<file path="src/rtl/ov5640_dvp_capture.sv">
// ov5640_dvp_capture
//   Camera-domain front end for the OV5640 DVP port. Registers the 8-bit bus
//   once, pairs bytes into RGB565 pixels, expands them to RGB888 and emits a
//   pixel stream with aligned hsync/vsync. Start-up frames are discarded, and
//   line-length, frame-height and byte-pairing faults are latched.
//
// Ports
//   cam_clk        camera pixel clock, the only clock
//   cam_rst        asynchronous active-high reset
//   cam_data[7:0]  DVP data byte
//   cam_href       line-active qualifier
//   cam_vsync      frame sync
//   m_data[23:0]   RGB888 pixel {R,G,B}; holds its value between pixels
//   m_valid        one-cycle pixel strobe
//   m_hsync        line-active, aligned to the pixel stream
//   m_vsync        frame sync, aligned to the pixel stream
//   stream_en      high once FRAME_SKIP frames have passed
//   frame_cnt      frames output while enabled (wrapping)
//   err_line_len   sticky: a line did not carry H_ACTIVE pixels
//   err_frame_len  sticky: a frame did not carry V_ACTIVE lines
//   err_odd_byte   sticky: href fell with half a pixel pending
module ov5640_dvp_capture #(
  parameter int FRAME_SKIP = 10,
  parameter int H_ACTIVE   = 1280,
  parameter int V_ACTIVE   = 720
) (
  input  logic        cam_clk,
  input  logic        cam_rst,
  input  logic [7:0]  cam_data,
  input  logic        cam_href,
  input  logic        cam_vsync,
  output logic [23:0] m_data,
  output logic        m_valid,
  output logic        m_hsync,
  output logic        m_vsync,
  output logic        stream_en,
  output logic [15:0] frame_cnt,
  output logic        err_line_len,
  output logic        err_frame_len,
  output logic        err_odd_byte
);

  localparam int SKIP_W = (FRAME_SKIP > 0) ? $clog2(FRAME_SKIP + 1) : 1;

  function automatic logic [23:0] rgb565_to_rgb888(input logic [15:0] p);
    // Replicate the MSBs into the new LSBs so full-scale maps to 0xFF.
    return {p[15:11], p[15:13], p[10:5], p[10:9], p[4:0], p[4:2]};
  endfunction

  // Input stage (s1) and one further delay used for edge detection.
  logic [7:0]        data_s1_q;
  logic              href_s1_q, vsync_s1_q;
  logic              href_s2_q, vsync_s2_q;

  logic              phase_q,        phase_d;
  logic [7:0]        hi_q,           hi_d;
  logic [SKIP_W-1:0] skip_cnt_q,     skip_cnt_d;
  logic              stream_en_q,    stream_en_d;
  logic [11:0]       pix_cnt_q,      pix_cnt_d;
  logic [10:0]       line_cnt_q,     line_cnt_d;
  logic [15:0]       frame_cnt_q,    frame_cnt_d;
  logic [23:0]       m_data_q,       m_data_d;
  logic              m_valid_q,      m_valid_d;
  logic              m_hsync_q,      m_hsync_d;
  logic              m_vsync_q,      m_vsync_d;
  logic              err_line_len_q, err_line_len_d;
  logic              err_frame_q,    err_frame_d;
  logic              err_odd_q,      err_odd_d;

  logic vs_rise, hr_fall, pix_fire;

  always_comb begin
    // NOTE: every combinational output is given a default first so no path
    // leaves it unassigned, which would otherwise infer a latch.
    vs_rise        = vsync_s1_q & ~vsync_s2_q;
    hr_fall        = ~href_s1_q & href_s2_q;
    skip_cnt_d     = skip_cnt_q;
    stream_en_d    = stream_en_q;

    // Enable only ever changes on a frame start, so no partial frame leaks out.
    if (vs_rise && !stream_en_q) begin
      if (skip_cnt_q == SKIP_W'(FRAME_SKIP)) stream_en_d = 1'b1;
      else                                   skip_cnt_d  = skip_cnt_q + 1'b1;
    end

    phase_d   = href_s1_q ? ~phase_q : 1'b0;
    hi_d      = (href_s1_q && !phase_q) ? data_s1_q : hi_q;
    pix_fire  = href_s1_q & phase_q & stream_en_d;

    m_valid_d = pix_fire;
    m_data_d  = pix_fire ? rgb565_to_rgb888({hi_q, data_s1_q}) : m_data_q;
    m_hsync_d = stream_en_d & href_s1_q;
    m_vsync_d = stream_en_d & vsync_s1_q;

    pix_cnt_d   = hr_fall ? 12'd0 : pix_cnt_q + {11'd0, pix_fire};
    line_cnt_d  = (vs_rise ? 11'd0 : line_cnt_q) + {10'd0, hr_fall};
    frame_cnt_d = frame_cnt_q + {15'd0, vs_rise & stream_en_d};

    // Checks use the enable already in force, so the frame-height check is
    // skipped at the first enabled frame start (no prior enabled frame).
    err_line_len_d = err_line_len_q |
                     (hr_fall & stream_en_q & (pix_cnt_q != 12'(H_ACTIVE)));
    err_odd_d      = err_odd_q | (hr_fall & stream_en_q & phase_q);
    err_frame_d    = err_frame_q |
                     (vs_rise & stream_en_q & (line_cnt_q != 11'(V_ACTIVE)));
  end

  // NOTE: sequential state uses non-blocking assignments so every flop
  // samples the pre-edge value of its neighbours.
  always_ff @(posedge cam_clk or posedge cam_rst) begin
    if (cam_rst) begin
      data_s1_q      <= '0;
      href_s1_q      <= 1'b0;
      vsync_s1_q     <= 1'b0;
      href_s2_q      <= 1'b0;
      vsync_s2_q     <= 1'b0;
      phase_q        <= 1'b0;
      hi_q           <= '0;
      skip_cnt_q     <= '0;
      stream_en_q    <= 1'b0;
      pix_cnt_q      <= '0;
      line_cnt_q     <= '0;
      frame_cnt_q    <= '0;
      m_data_q       <= '0;
      m_valid_q      <= 1'b0;
      m_hsync_q      <= 1'b0;
      m_vsync_q      <= 1'b0;
      err_line_len_q <= 1'b0;
      err_frame_q    <= 1'b0;
      err_odd_q      <= 1'b0;
    end else begin
      data_s1_q      <= cam_data;
      href_s1_q      <= cam_href;
      vsync_s1_q     <= cam_vsync;
      href_s2_q      <= href_s1_q;
      vsync_s2_q     <= vsync_s1_q;
      phase_q        <= phase_d;
      hi_q           <= hi_d;
      skip_cnt_q     <= skip_cnt_d;
      stream_en_q    <= stream_en_d;
      pix_cnt_q      <= pix_cnt_d;
      line_cnt_q     <= line_cnt_d;
      frame_cnt_q    <= frame_cnt_d;
      m_data_q       <= m_data_d;
      m_valid_q      <= m_valid_d;
      m_hsync_q      <= m_hsync_d;
      m_vsync_q      <= m_vsync_d;
      err_line_len_q <= err_line_len_d;
      err_frame_q    <= err_frame_d;
      err_odd_q      <= err_odd_d;
    end
  end

  assign m_data        = m_data_q;
  assign m_valid       = m_valid_q;
  assign m_hsync       = m_hsync_q;
  assign m_vsync       = m_vsync_q;
  assign stream_en     = stream_en_q;
  assign frame_cnt     = frame_cnt_q;
  assign err_line_len  = err_line_len_q;
  assign err_frame_len = err_frame_q;
  assign err_odd_byte  = err_odd_q;

endmodule
</file>
<file path="config.mk">
export PLATFORM = sky130hd
export DESIGN_NAME = ov5640_dvp_capture
export DESIGN_NICKNAME = d
export VERILOG_FILES = /design/src/rtl/ov5640_dvp_capture.sv
export SDC_FILE = /design/constraint.sdc
export NUM_CORES = 1
export LEC_CHECK = 0
export BUFFER_PORTS_ARGS = -buffer_cell sky130_fd_sc_hd__clkbuf_2
export CAP_MARGIN = 30
export CELL_PAD_IN_SITES_DETAIL_PLACEMENT = 1
export CELL_PAD_IN_SITES_GLOBAL_PLACEMENT = 1
export CORE_MARGIN = 4
export CORE_UTILIZATION = 40
export CTS_BUF_LIST = sky130_fd_sc_hd__clkbuf_4 sky130_fd_sc_hd__clkbuf_8 sky130_fd_sc_hd__clkbuf_16
export DETAILED_ROUTE_END_ITERATION = 8
export GPL_ROUTABILITY_DRIVEN = 0
export GPL_TIMING_DRIVEN = 0
export HOLD_SLACK_MARGIN = 0.05
export PLACE_DENSITY_LB_ADDON = 0.1
export SLEW_MARGIN = 10
export SYNTH_ARGS = -nofsm -noshare
export SYNTH_HDL_FRONTEND = slang
export SYNTH_SLANG_ARGS = --single-unit
</file>
<file path="constraint.sdc">
create_clock -name cam_clk -period 2.6 [get_ports cam_clk]
set_input_delay 0.39 -clock cam_clk [delete_from_list [all_inputs] [get_ports cam_clk]]
set_output_delay 0.39 -clock cam_clk [all_outputs]
set_load 0.03 [all_outputs]
</file>
After elaboration in Yosys (flattened, before gate mapping):

Index checks and enable logic that the tools add are counted.

* register bits: 95
* input bits: 12
* output and inout port bits: 47
* word-level logic and storage cells: 55

* add/sub/neg operators: 4
* eq/ne operators: 3
* mux-type cells: 5
* bitwise gates (word level): 19
* reductions and logical operators: 5

Operator list (count)
* 16-bit by 1-bit adder with 16-bit output: 1
* 12-bit by 1-bit adder with 12-bit output: 1
* 1-bit AND: 12
* 12-bit two-way mux: 1
* 12-bit by 11-bit != test with 1-bit output, second input constant: 1
* 11-bit by 1-bit adder with 11-bit output: 1
* 11-bit two-way mux: 1
* 11-bit by 10-bit != test with 1-bit output, second input constant: 1
* 4-bit by 1-bit adder with 4-bit output, second input constant: 1
* 4-bit equality test, second input constant: 1
* 1-bit NOT: 4
* 1-bit two-way mux: 3
* 1-bit OR: 3
* 1-bit logical AND: 2
* 1-bit zero test: 2
* 2-bit AND reduction: 1

Depth between registers and ports, before layout:

Gate-level depths: netlist of run 1.

* word-level depth: 7
* mapped depth: 11
* depth with buffers taken out: 10

Least setup slack after synthesis of run 1:

No wires, ideal clock.

* kind: reg2reg
* start point: register skip_cnt_q[0]
* end point: register pix_cnt_q[11]
* library setup time: 0.132 ns
* arrival time: 2.074 ns
* required time: 2.468 ns
* setup slack: 0.394 ns
* stages on the path, launching flop included: 12
* path buffers: 1
* period minus slack after synthesis: 2.206 ns
* cell sequence: dfrtp_1 inv_1 ha_1 and3b_2 a21oi_4 nor2_4 buf_6 ha_1 nand4_1 nor4_1 xnor2_1 nor2_1

* word-level cells in the longest chain between the ends: 6

Ends and longest elaborated chain
* start, declared: RTL line 57 `logic [SKIP_W-1:0] skip_cnt_q, skip_cnt_d;`
* start signal, assigned: RTL line 139 `skip_cnt_q <= skip_cnt_d;`
* 4-bit equality test: RTL line 82 `if (skip_cnt_q == SKIP_W'(FRAME_SKIP)) stream_en_d = 1'b1;`
* 1-bit two-way mux: RTL line 82
* 1-bit two-way mux: RTL line 81 `if (vs_rise && !stream_en_q) begin`
* 1-bit AND: RTL line 88 `pix_fire = href_s1_q & phase_q & stream_en_d;`
* net m_valid_d: RTL line 63 `logic m_valid_q, m_valid_d;`
* 12-bit by 1-bit adder with 12-bit output: RTL line 95 `pix_cnt_d = hr_fall ? 12'd0 : pix_cnt_q + {11'd0, pix_fire};`
* 12-bit two-way mux: RTL line 95
* net pix_cnt_d[11]: RTL line 59 `logic [11:0] pix_cnt_q, pix_cnt_d;`
* end signal, assigned: RTL line 141 `pix_cnt_q <= pix_cnt_d;`
* end, declared: RTL line 59

The timed path passes the listed nets, and every way through them passes these cells.
A chain may end at the register's enable or synchronous reset.

Worst setup path after layout of run 1:

* start point: register skip_cnt_q[0]
* end point: register pix_cnt_q[6]

Same word-level chain as after synthesis.

==> results_dict.tcl, run 1 <==
set metrics [dict create \
    hp-class "in2async" \
    antenna_found_initial 0 \
    die_h_um 103 \
    cts.sinks 87 \
    synth-seq-cells 87 \
    dpl_cell_area_um2 4050 \
    cp_cell_sequence "inv_1 > ha_1 > and3b_2 > a21oi_4 > nor2_4 > buf_8 > ha_1 > nand4_1 > or3_1 > a21oi_1" \
    pre_cts_ws_ns -0.204 \
    netlist_area_um2 3580 \
    cts_hold_buffers 0 \
    io_pins 59 \
    routed.top_layer "met4" \
    routed_wl_um 7410 \
    arrival_ns 2.70 \
    drc_errors 0 \
    power.density_nw_per_um2 911 \
    switching_share 0.332 \
    r2r-start "skip_cnt_q[0]" \
    internal_power_w 0.00265 \
    dr_wl_met2_um 3580 \
    power_leakage_nw 2.10 \
    drt-met1-wl_um 3430 \
    die_x_um 103 \
    drv_cap 0 \
    antennaDiodeCount 0 \
    required_ns 2.88 \
    first_global_vias 2441 \
    synth_ff_type "dfrtp_1" \
    drv_slew 0 \
    synth.top_cells.by_area "dfrtp_1 61%, xnor2_1 5.1%, mux2_2 5.0%, mux2_4 3.8%, ha_1 2.8%" \
    initial_core_util 0.411 \
    ir_drop_v 0.000490 \
    synth-async-reset-ratio 1.00 \
    die_area_um2 10500 \
    grt_pass1_wl_um 12200 \
    setup_ws_ns 0.177 \
    power_switching_w 0.00131 \
    postLayoutCoreUtil 0.499 \
    path_common_cell "ha_1" \
    overflow 0 \
    h-tree-depth 3 \
    synth_nets 299 \
    yosysTopAreaCellShare 0.608 \
    fmax_mhz 413 \
    avgSynthCellArea_um2 12.8 \
    num_vias 2310 \
    ys_seq_area_frac 0.608 \
    fin_worst_skew_ns 0.0114 \
    end_kind "flop" \
    finalSetupViolCount 0 \
    grt_usage 0.152 \
    finalHoldViolations 0 \
    clockRootBuffer "clkbuf_8" \
    numCtsBuffers 9 \
    final_cell_area_um2 4350 \
    dp_hpwl_um 5160 \
    yosysUniqueCellTypes 38 \
    yosysWarnings 0 \
    critPathKind "reg2reg" \
    areaGrowthSynthToFinish_pct 21.4 \
    ff2ff_setup_slack_ns 0.18 \
    cp-start-kind "flop" \
    insertion_delay_ns 0.35 \
    clk_pin_slew_ns 0.09 \
    min_period_ns 2.42 \
    drive_gt1_frac 0.349 \
    nets 373 \
    postRouteAntennaNets 0 \
    power_frac_seq 0.443 \
    portBuffers 58 \
    combPwrFrac 0.263 \
    rows 34 \
    wl_per_cell_um 15.9 \
    vias_per_cell 4.96 \
    reg2reg_depth 10 \
    wl_met3_um 301 \
    maxSlewHeadroom 0.606 \
    clock_power_share 0.294 \
    crit_slowest_cell "dfrtp_1" \
    max_stage_delay_ns 0.43 \
    synthMostInstantiatedCell "dfrtp_1" \
    synth_edf_count 0 \
    synth_area_leader_cell "dfrtp_1" \
    clk_path_buf_depth 2 \
    worst_pin_slew_ns 0.590 \
    cts_tree "yes" \
    status "finished, final reports clean" \
    rr_endpoint "pix_cnt_q[6]" \
    yosys-top-cells-count "87 x dfrtp_1, 21 x xnor2_1, 19 x nand2_1, 18 x nor2_1, 16 x mux2_2" \
    fin_crit_sh 0.932 \
    grt_max_degree 34 \
    firstDrtPassIters 4 \
    initialDrtViolationCount 29 \
    critPathMaxFanout 12 \
    syn-instance-count 279 \
    core-area_um2 8720 \
]
==> layout by cell type (no fill, tap or decap), types with 4 or more instances in the layout <==
cell      Yosys  routed
buf_4         8      11
clkbuf_2      0      58
clkbuf_8      0      10
dfrtp_1      87      87
ha_1          8       8
inv_1         8       7
mux2_2       16      16
mux2_4        9       9
nand2_1      19      19
nand3_1      14      14
nand4_1       9       9
nor2_1       18      18
nor2b_1       5       4
nor3_1        5       5
nor4_1        5       4
o21ai_0       4       4
or3_1         4       4
xnor2_1      21      21
xor2_1        8       8
==> flip-flops by register name, indices dropped and copies added (netlist names), 4 cells and up <==
register,cells
frame_cnt,16
hi_q,8
pix_cnt_q,12
line_cnt_q,11
data_s1_q,8
m_data,16
skip_cnt_q,4
==> area by class of cell <==
class | count | area, um^2
clock inverter | 6 | 115
sequential | 87 | 2180
timing repair buffer | 63 | 353
buffer | 12 | 88.8
tap | 108 | 135
inverter | 8 | 33.8
multi-input combinational | 172 | 1310
fill | 928 | 4370
clock buffer | 10 | 138
==> power groups by stage <==
stage | Sequential (W) | Combinational, W | Clock [W]
finish | 0.00176 | 0.00104 | 0.00117
global route | 0.00179 | 0.00112 | 0.00126
CTS | 0.00176 | 0.00106 | 0.00120
detailed placement | 0.00178 | 0.00106 | 0
global placement | 0.00177 | 0.00102 | 0
floorplan | 0.00202 | 0.000478 | 0
==> critical path, delay by kind of cell, from the launching register on <==
family | cells | cell delay, ns
buf+inv | 2 | 0.25
flops | 1 | 0.43
fa+ha+maj | 2 | 0.34
simple gates | 4 | 1.10
compound gates | 2 | 0.23
==> per-layer routing <==
| metal | track usage | up-vias |
|---|---|---|
| met4 | 0.0636 | 0 |
| met1 | 0.209 | 1160 |
| met3 | 0.0332 | 7 |
| li1 | - | 1102 |
| met2 | 0.234 | 41 |
| met5 | 0 | - |
==> cells by family after synthesis <==
logic type                 after synthesis  share of synthesized area
xor gates and xnor gates                29                     0.0709
buffers and inverters                   20                     0.0318
muxes                                   27                     0.0936
adders and majority gates                8                     0.0279
and+or+nand+nor                         91                      0.133
AOI/OAI and AO/OA                       17                     0.0349
DFF                                     87                      0.608
==> per-stage QoR <==
stage / std cells / total power, W / TNS, ns / hold slack [ns]
after global placement: 445 / 0.00279 / -0.155 / 0.420
after detailed placement: 447 / 0.00284 / -0.293 / 0.424
after global routing: 466 / 0.00418 / -0.00950 / 0.100
final: 466 / 0.00396 / 0 / 0.0819
after floorplan: 279 / 0.00250 / 0 / 0.382
after CTS: 464 / 0.00403 / 0 / 0.0790
==> what timing repair did <==
item                                    in CTS  in global routing
pin swaps                                    1                  0
resized for setup                            2                  4
endpoints found under the setup margin       7                  4
setup buffers                                1                  2
==> how the worst max path moves through the flow <==
stage,startpoint,to,cells after the start
global placement,href_s1_q,line_cnt_q[10],7
finish,skip_cnt_q[0],pix_cnt_q[6],10
global route,skip_cnt_q[0],pix_cnt_q[7],10
CTS,href_s1_q,line_cnt_q[10],7
detailed placement,href_s1_q,line_cnt_q[10],7
floorplan,skip_cnt_q[0],pix_cnt_q[11],11
Note: power is estimated with default switching activity, not from simulation.
==> run 2: changes to the inputs <==
- BUFFER_PORTS_ARGS: -buffer_cell sky130_fd_sc_hd__clkbuf_2 -> unset
- CORE_UTILIZATION: 40 -> 45
- DONT_BUFFER_PORTS: unset -> 1
==> run 2 against run 1 <==
  * Non-clock buffer count decreased by 44
  * Sequential share of layout area increased by 2.8 points
  * Largest power group unchanged
  * Register-to-register slack improved by 0.02 ns
  * Highest routed layer unchanged
  * Via count decreased by 5.7%
==> results_dict.tcl, run 2 (synthesized netlist as in run 1, its figures left out) <==
set metrics [dict create \
    status "finished, final reports clean" \
    numCtsBuffers 9 \
    drv_cap 0 \
    required_ns 2.88 \
    critPathMaxFanout 12 \
    critPathTopFamily "simple AND/OR/NAND/NOR gates" \
    io_pins 59 \
    die_x_um 97.2 \
    overflow 0 \
    cts_tree "yes" \
    max_stage_delay_ns 0.43 \
    cts.sinks 87 \
    routed_wl_um 6800 \
    layout_common_cells "87 x dfrtp_1, 21 x xnor2_1, 19 x nand2_1" \
    h-tree-depth 3 \
    fin_crit_sh 0.926 \
    postRouteAntennaNets 0 \
    antennaDiodeCount 0 \
    arrival_ns 2.69 \
    drt-met1-wl_um 3020 \
    fin_worst_skew_ns 0.0136 \
    grt_max_degree 39 \
    power_leakage_nw 1.87 \
    insertion_delay_ns 0.36 \
    initial_core_util 0.464 \
    crit_slowest_cell "dfrtp_1" \
    portBuffers 0 \
    clk_pin_slew_ns 0.09 \
    dr_wl_met2_um 3330 \
    dpl_cell_area_um2 3750 \
    core-area_um2 7730 \
    hold_slack_ns 0.432 \
    layout_commonest_cell "dfrtp_1" \
    critPathKind "reg2reg" \
    wl_met3_um 334 \
    min_period_ns 2.41 \
    grt_usage 0.152 \
    path_buf_inv 2 \
    first_global_vias 2327 \
    clk_path_buf_depth 2 \
    die_h_um 97.2 \
    hp-class "reg2reg" \
    drv_slew 0 \
    wl_per_cell_um 16.4 \
    grt_pass1_wl_um 11600 \
    worst_pin_slew_ns 0.638 \
    vias_per_cell 5.24 \
    antenna_found_initial 0 \
    power.density_nw_per_um2 862 \
    drive_gt1_frac 0.223 \
    fmax_mhz 415 \
    firstDrtPassIters 4 \
    cp_cell_sequence "inv_1 > ha_1 > and3b_2 > a21oi_4 > nor2_4 > buf_6 > ha_1 > nand4_1 > or3_1 > a21oi_1" \
    dp_hpwl_um 4600 \
    drc_errors 0 \
    ir_drop_v 0.000535 \
    maxSlewHeadroom 0.574 \
    routed.top_layer "met4" \
    initialDrtViolationCount 30 \
    final_cell_area_um2 4120 \
    nets 329 \
    cp-start-kind "flop" \
    finalHoldViolations 0 \
    rows 32 \
    end_kind "flop" \
    areaGrowthSynthToFinish_pct 14.9 \
    finalSetupViolCount 0 \
    num_vias 2178 \
    path_common_cell "ha_1" \
    clockRootBuffer "clkbuf_8" \
    die_area_um2 9450 \
]
## run 2: timing repair
item                                   in CTS  in global routing
hold buffers                               11                  0
setup endpoints to repair                   4                  8
pin swaps                                   0                  1
buffers inserted                            0                  6
resized for setup                           2                  1
cloned                                      0                  0
endpoints found under the hold margin      29                  0
## run 2: routing by layer
layer | vias to the layer above | GRT usage
met5 | - | 0
met3 | 7 | 0.0438
met2 | 38 | 0.242
met4 | 0 | 0.0756
li1 | 1009 | -
met1 | 1124 | 0.191
## run 2: per-stage QoR
stage                     setup WS (ns)  instances  utilization   TNS, ns  power [W]
after CTS                       0.00816        410        0.526         0    0.00360
after global routing           -0.00556        416        0.533  -0.00556    0.00375
after global placement           -0.123        381        0.481    -0.123    0.00262
after detailed placement         -0.201        383        0.486    -0.283    0.00265
final                             0.193        416        0.533         0    0.00355
after floorplan                   0.394        279            -         0    0.00250
## run 2: cell type report
cell class              count  area (um^2)
plain buffers              12         85.1
clock buffers               9          124
clock inverters             7         75.1
fillers                   797         3610
inverters                   8         33.8
multi-input cells         172         1300
flip-flops and latches     87         2180
well taps                 102          128
repair buffers             19          195
## run 2: path summary, 6_finish.rpt
| check | start | to | slack, ns | cells past startpoint |
|---|---|---|---|---|
| setup reg to reg | skip_cnt_q[0] | pix_cnt_q[6] | 0.19 | 10 |
| min in group asynchronous | cam_rst | frame_cnt[12] | 0.52 | 2 |
| hold reg to reg | vsync_s1_q | vsync_s2_q | 0.43 | 0 |
| setup / recovery | skip_cnt_q[0] | pix_cnt_q[6] | 0.19 | 10 |
| max in group asynchronous | cam_rst | m_valid | 1.31 | 4 |
| hold / removal | vsync_s1_q | vsync_s2_q | 0.43 | 0 |
## run 2: power by group
part | leakage (nW) | switching [W] | internal (W) | total (W)
registers | 1.13 | 0.000502 | 0.00156 | 0.00207
logic | 0.635 | 0.000269 | 0.000295 | 0.000563
clock network | 0.0985 | 0.000541 | 0.000380 | 0.000921
==> run 3: changes to the inputs <==
--- a/config.mk
+++ b/config.mk
@@ -17,5 +17,5 @@
 export GPL_TIMING_DRIVEN = 0
 export HOLD_SLACK_MARGIN = 0.05
-export PLACE_DENSITY_LB_ADDON = 0.1
+export PLACE_DENSITY_LB_ADDON = 0.3
 export SLEW_MARGIN = 10
 export SYNTH_ARGS = -nofsm -noshare
==> constraint.sdc (replaced) <==
create_clock -name cam_clk -period 2.6 [get_ports cam_clk]
set_input_delay 0.52 -clock cam_clk [delete_from_list [all_inputs] [get_ports cam_clk]]
set_output_delay 0.52 -clock cam_clk [all_outputs]
set_load 0.03 [all_outputs]
==> run 3 against run 2 <==
  * Combinational power is 0.7% higher
  * Routed wire length is 0.78% higher
  * Critical path depth is 1 higher
  * Maximum frequency is 3.8% lower
  * Critical path type unchanged
  * Global-route usage is 0.22 points higher
  * Clock-buffer cell count is 1 higher
  * Non-clock buffer count is 5 lower
  * Die area stayed put
  * Power is 1.2% higher
  * Utilization is 0.065 points higher
  * Via count is 1.1% lower
==> results_dict.tcl, run 3 (synthesized netlist as in run 1, its figures left out) <==
set metrics [dict create \
    status "finished, final reports clean" \
    areaGrowthSynthToFinish_pct 15.1 \
    fin_crit_sh 0.962 \
    vias_per_cell 5.23 \
    clockRootBuffer "clkbuf_8" \
    cp_cell_sequence "inv_1 > ha_1 > and3b_2 > a21oi_4 > nor2_4 > buf_12 > ha_2 > nand4_1 > buf_4 > or3_1 > a21oi_1" \
    finalSetupViolCount 0 \
    rr_endpoint "pix_cnt_q[7]" \
    min_period_ns 2.50 \
    maxSlewHeadroom 0.593 \
    layout_common_cells "87 x dfrtp_1, 21 x xnor2_1, 19 x nand2_1" \
    critPathMaxFanout 12 \
    insertion_delay_ns 0.35 \
    grt_max_degree 30 \
    hp-class "in2reg" \
    io_pins 59 \
    pre_cts_ws_ns -0.190 \
    reg2reg_depth 11 \
    max_stage_delay_ns 0.43 \
    die_x_um 97.2 \
    ff2ff_setup_slack_ns 0.1 \
    numCtsBuffers 9 \
    core-area_um2 7730 \
    nets 324 \
    drv_cap 0 \
    num_vias 2154 \
    postRouteAntennaNets 0 \
    cts.sinks 87 \
    power_leakage_nw 1.88 \
    crit_slowest_cell "dfrtp_1" \
    fill_cells 790 \
    layout_commonest_cell "dfrtp_1" \
    h-tree-depth 3 \
    fmax_mhz 400 \
    grt_pass1_wl_um 11800 \
    ir_drop_v 0.000541 \
    clk_pin_slew_ns 0.09 \
    routed_wl_um 6860 \
    holdPathEnd "data_s1_q[5]" \
    rows 32 \
    wl_per_cell_um 16.6 \
    dp_hpwl_um 4840 \
    finalHoldViolations 0 \
    cts_tree "yes" \
    required_ns 2.88 \
    cp-start-kind "flop" \
    clk_path_buf_depth 2 \
    drc_errors 0 \
    initialDrtViolationCount 46 \
    portBuffers 0 \
    die_area_um2 9450 \
    hold_path_depth 0 \
    power.density_nw_per_um2 872 \
    critPathKind "reg2reg" \
    r2r-start "skip_cnt_q[0]" \
    dpl_cell_area_um2 3790 \
    end_kind "flop" \
    fin_worst_skew_ns 0.00990 \
    grt_usage 0.155 \
    drv_slew 0 \
    drive_gt1_frac 0.252 \
    arrival_ns 2.78 \
    worstHoldStart "cam_data[5]" \
    worst_pin_slew_ns 0.610 \
    firstDrtPassIters 4 \
    postLayoutCoreUtil 0.534 \
    setup_ws_ns 0.0980 \
    antenna_found_initial 1 \
    final_cell_area_um2 4120 \
    first_global_vias 2305 \
    die_h_um 97.2 \
    initial_core_util 0.464 \
    overflow 0 \
]
-- run 3: metal layers --
metal  track usage  wire length, um
met5             0                0
met4        0.0692               99
met3        0.0402              340
met2         0.239             3320
met1         0.205             3090
-- run 3: worst max-delay path by stage --
stage	slack [ns]	end	startpoint	depth (start not counted)
global placement	-0.09	line_cnt_q[10]	href_s1_q	7
detailed placement	-0.19	line_cnt_q[10]	href_s1_q	7
finish	0.1	pix_cnt_q[7]	skip_cnt_q[0]	11
floorplan	0.39	pix_cnt_q[11]	skip_cnt_q[0]	11
global route	-0.05	pix_cnt_q[11]	skip_cnt_q[0]	11
CTS	0.01	pix_cnt_q[11]	skip_cnt_q[0]	11
-- run 3: power by group --
group,switching [W],leakage (nW),internal [W]
logic,0.000270,0.644,0.000297
registers,0.000501,1.13,0.00156
clock network,0.000487,0.103,0.000475
total,0.00126,1.88,0.00234
-- run 3: timing repair --
action | CTS | global route
pin swaps | 0 | 7
setup buffers | 0 | 10
hold buffers | 1 | 0
hold endpoints to repair | 17 | 0
setup endpoints to repair | 4 | 10
resized for setup | 3 | 6
-- run 3: area by class of cell --
| type | instances | area (um^2) | share of cell area |
|---|---|---|---|
| Sequential cell | 87 | 2180 | 0.528 |
| Multi-Input combinational cell | 172 | 1320 | 0.321 |
| Timing Repair Buffer | 14 | 160 | 0.0388 |
| Clock buffer | 10 | 138 | 0.0334 |
| Tap cell | 102 | 128 | 0.0309 |
| Buffer | 12 | 93.8 | 0.0228 |
| Clock inverter | 6 | 68.8 | 0.0167 |
| Inverter | 8 | 33.8 | 0.00819 |
| Antenna cell | 1 | 2.50 | 0.000607 |
-- run 3: critical path: cells and delay by family, from the launching register on --
| family | cells | cell delay [ns] |
|---|---|---|
| flip-flops | 1 | 0.43 |
| AO/OA/AOI/OAI | 2 | 0.23 |
| AND/OR/NAND/NOR | 4 | 0.94 |
| adder cells (fa/ha/maj) | 2 | 0.36 |
| buffers and inverters | 3 | 0.46 |
-- run 3: stage by stage --
stage | instances | total power, W | hold WS, ns | setup TNS, ns
floorplan | 279 | 0.00250 | 0.382 | 0
global placement | 381 | 0.00261 | 0.439 | -0.0930
detailed placement | 384 | 0.00266 | 0.435 | -0.357
CTS | 401 | 0.00363 | 0.167 | 0
global route | 412 | 0.00379 | 0.156 | -0.0857
finish | 412 | 0.00359 | 0.189 | 0
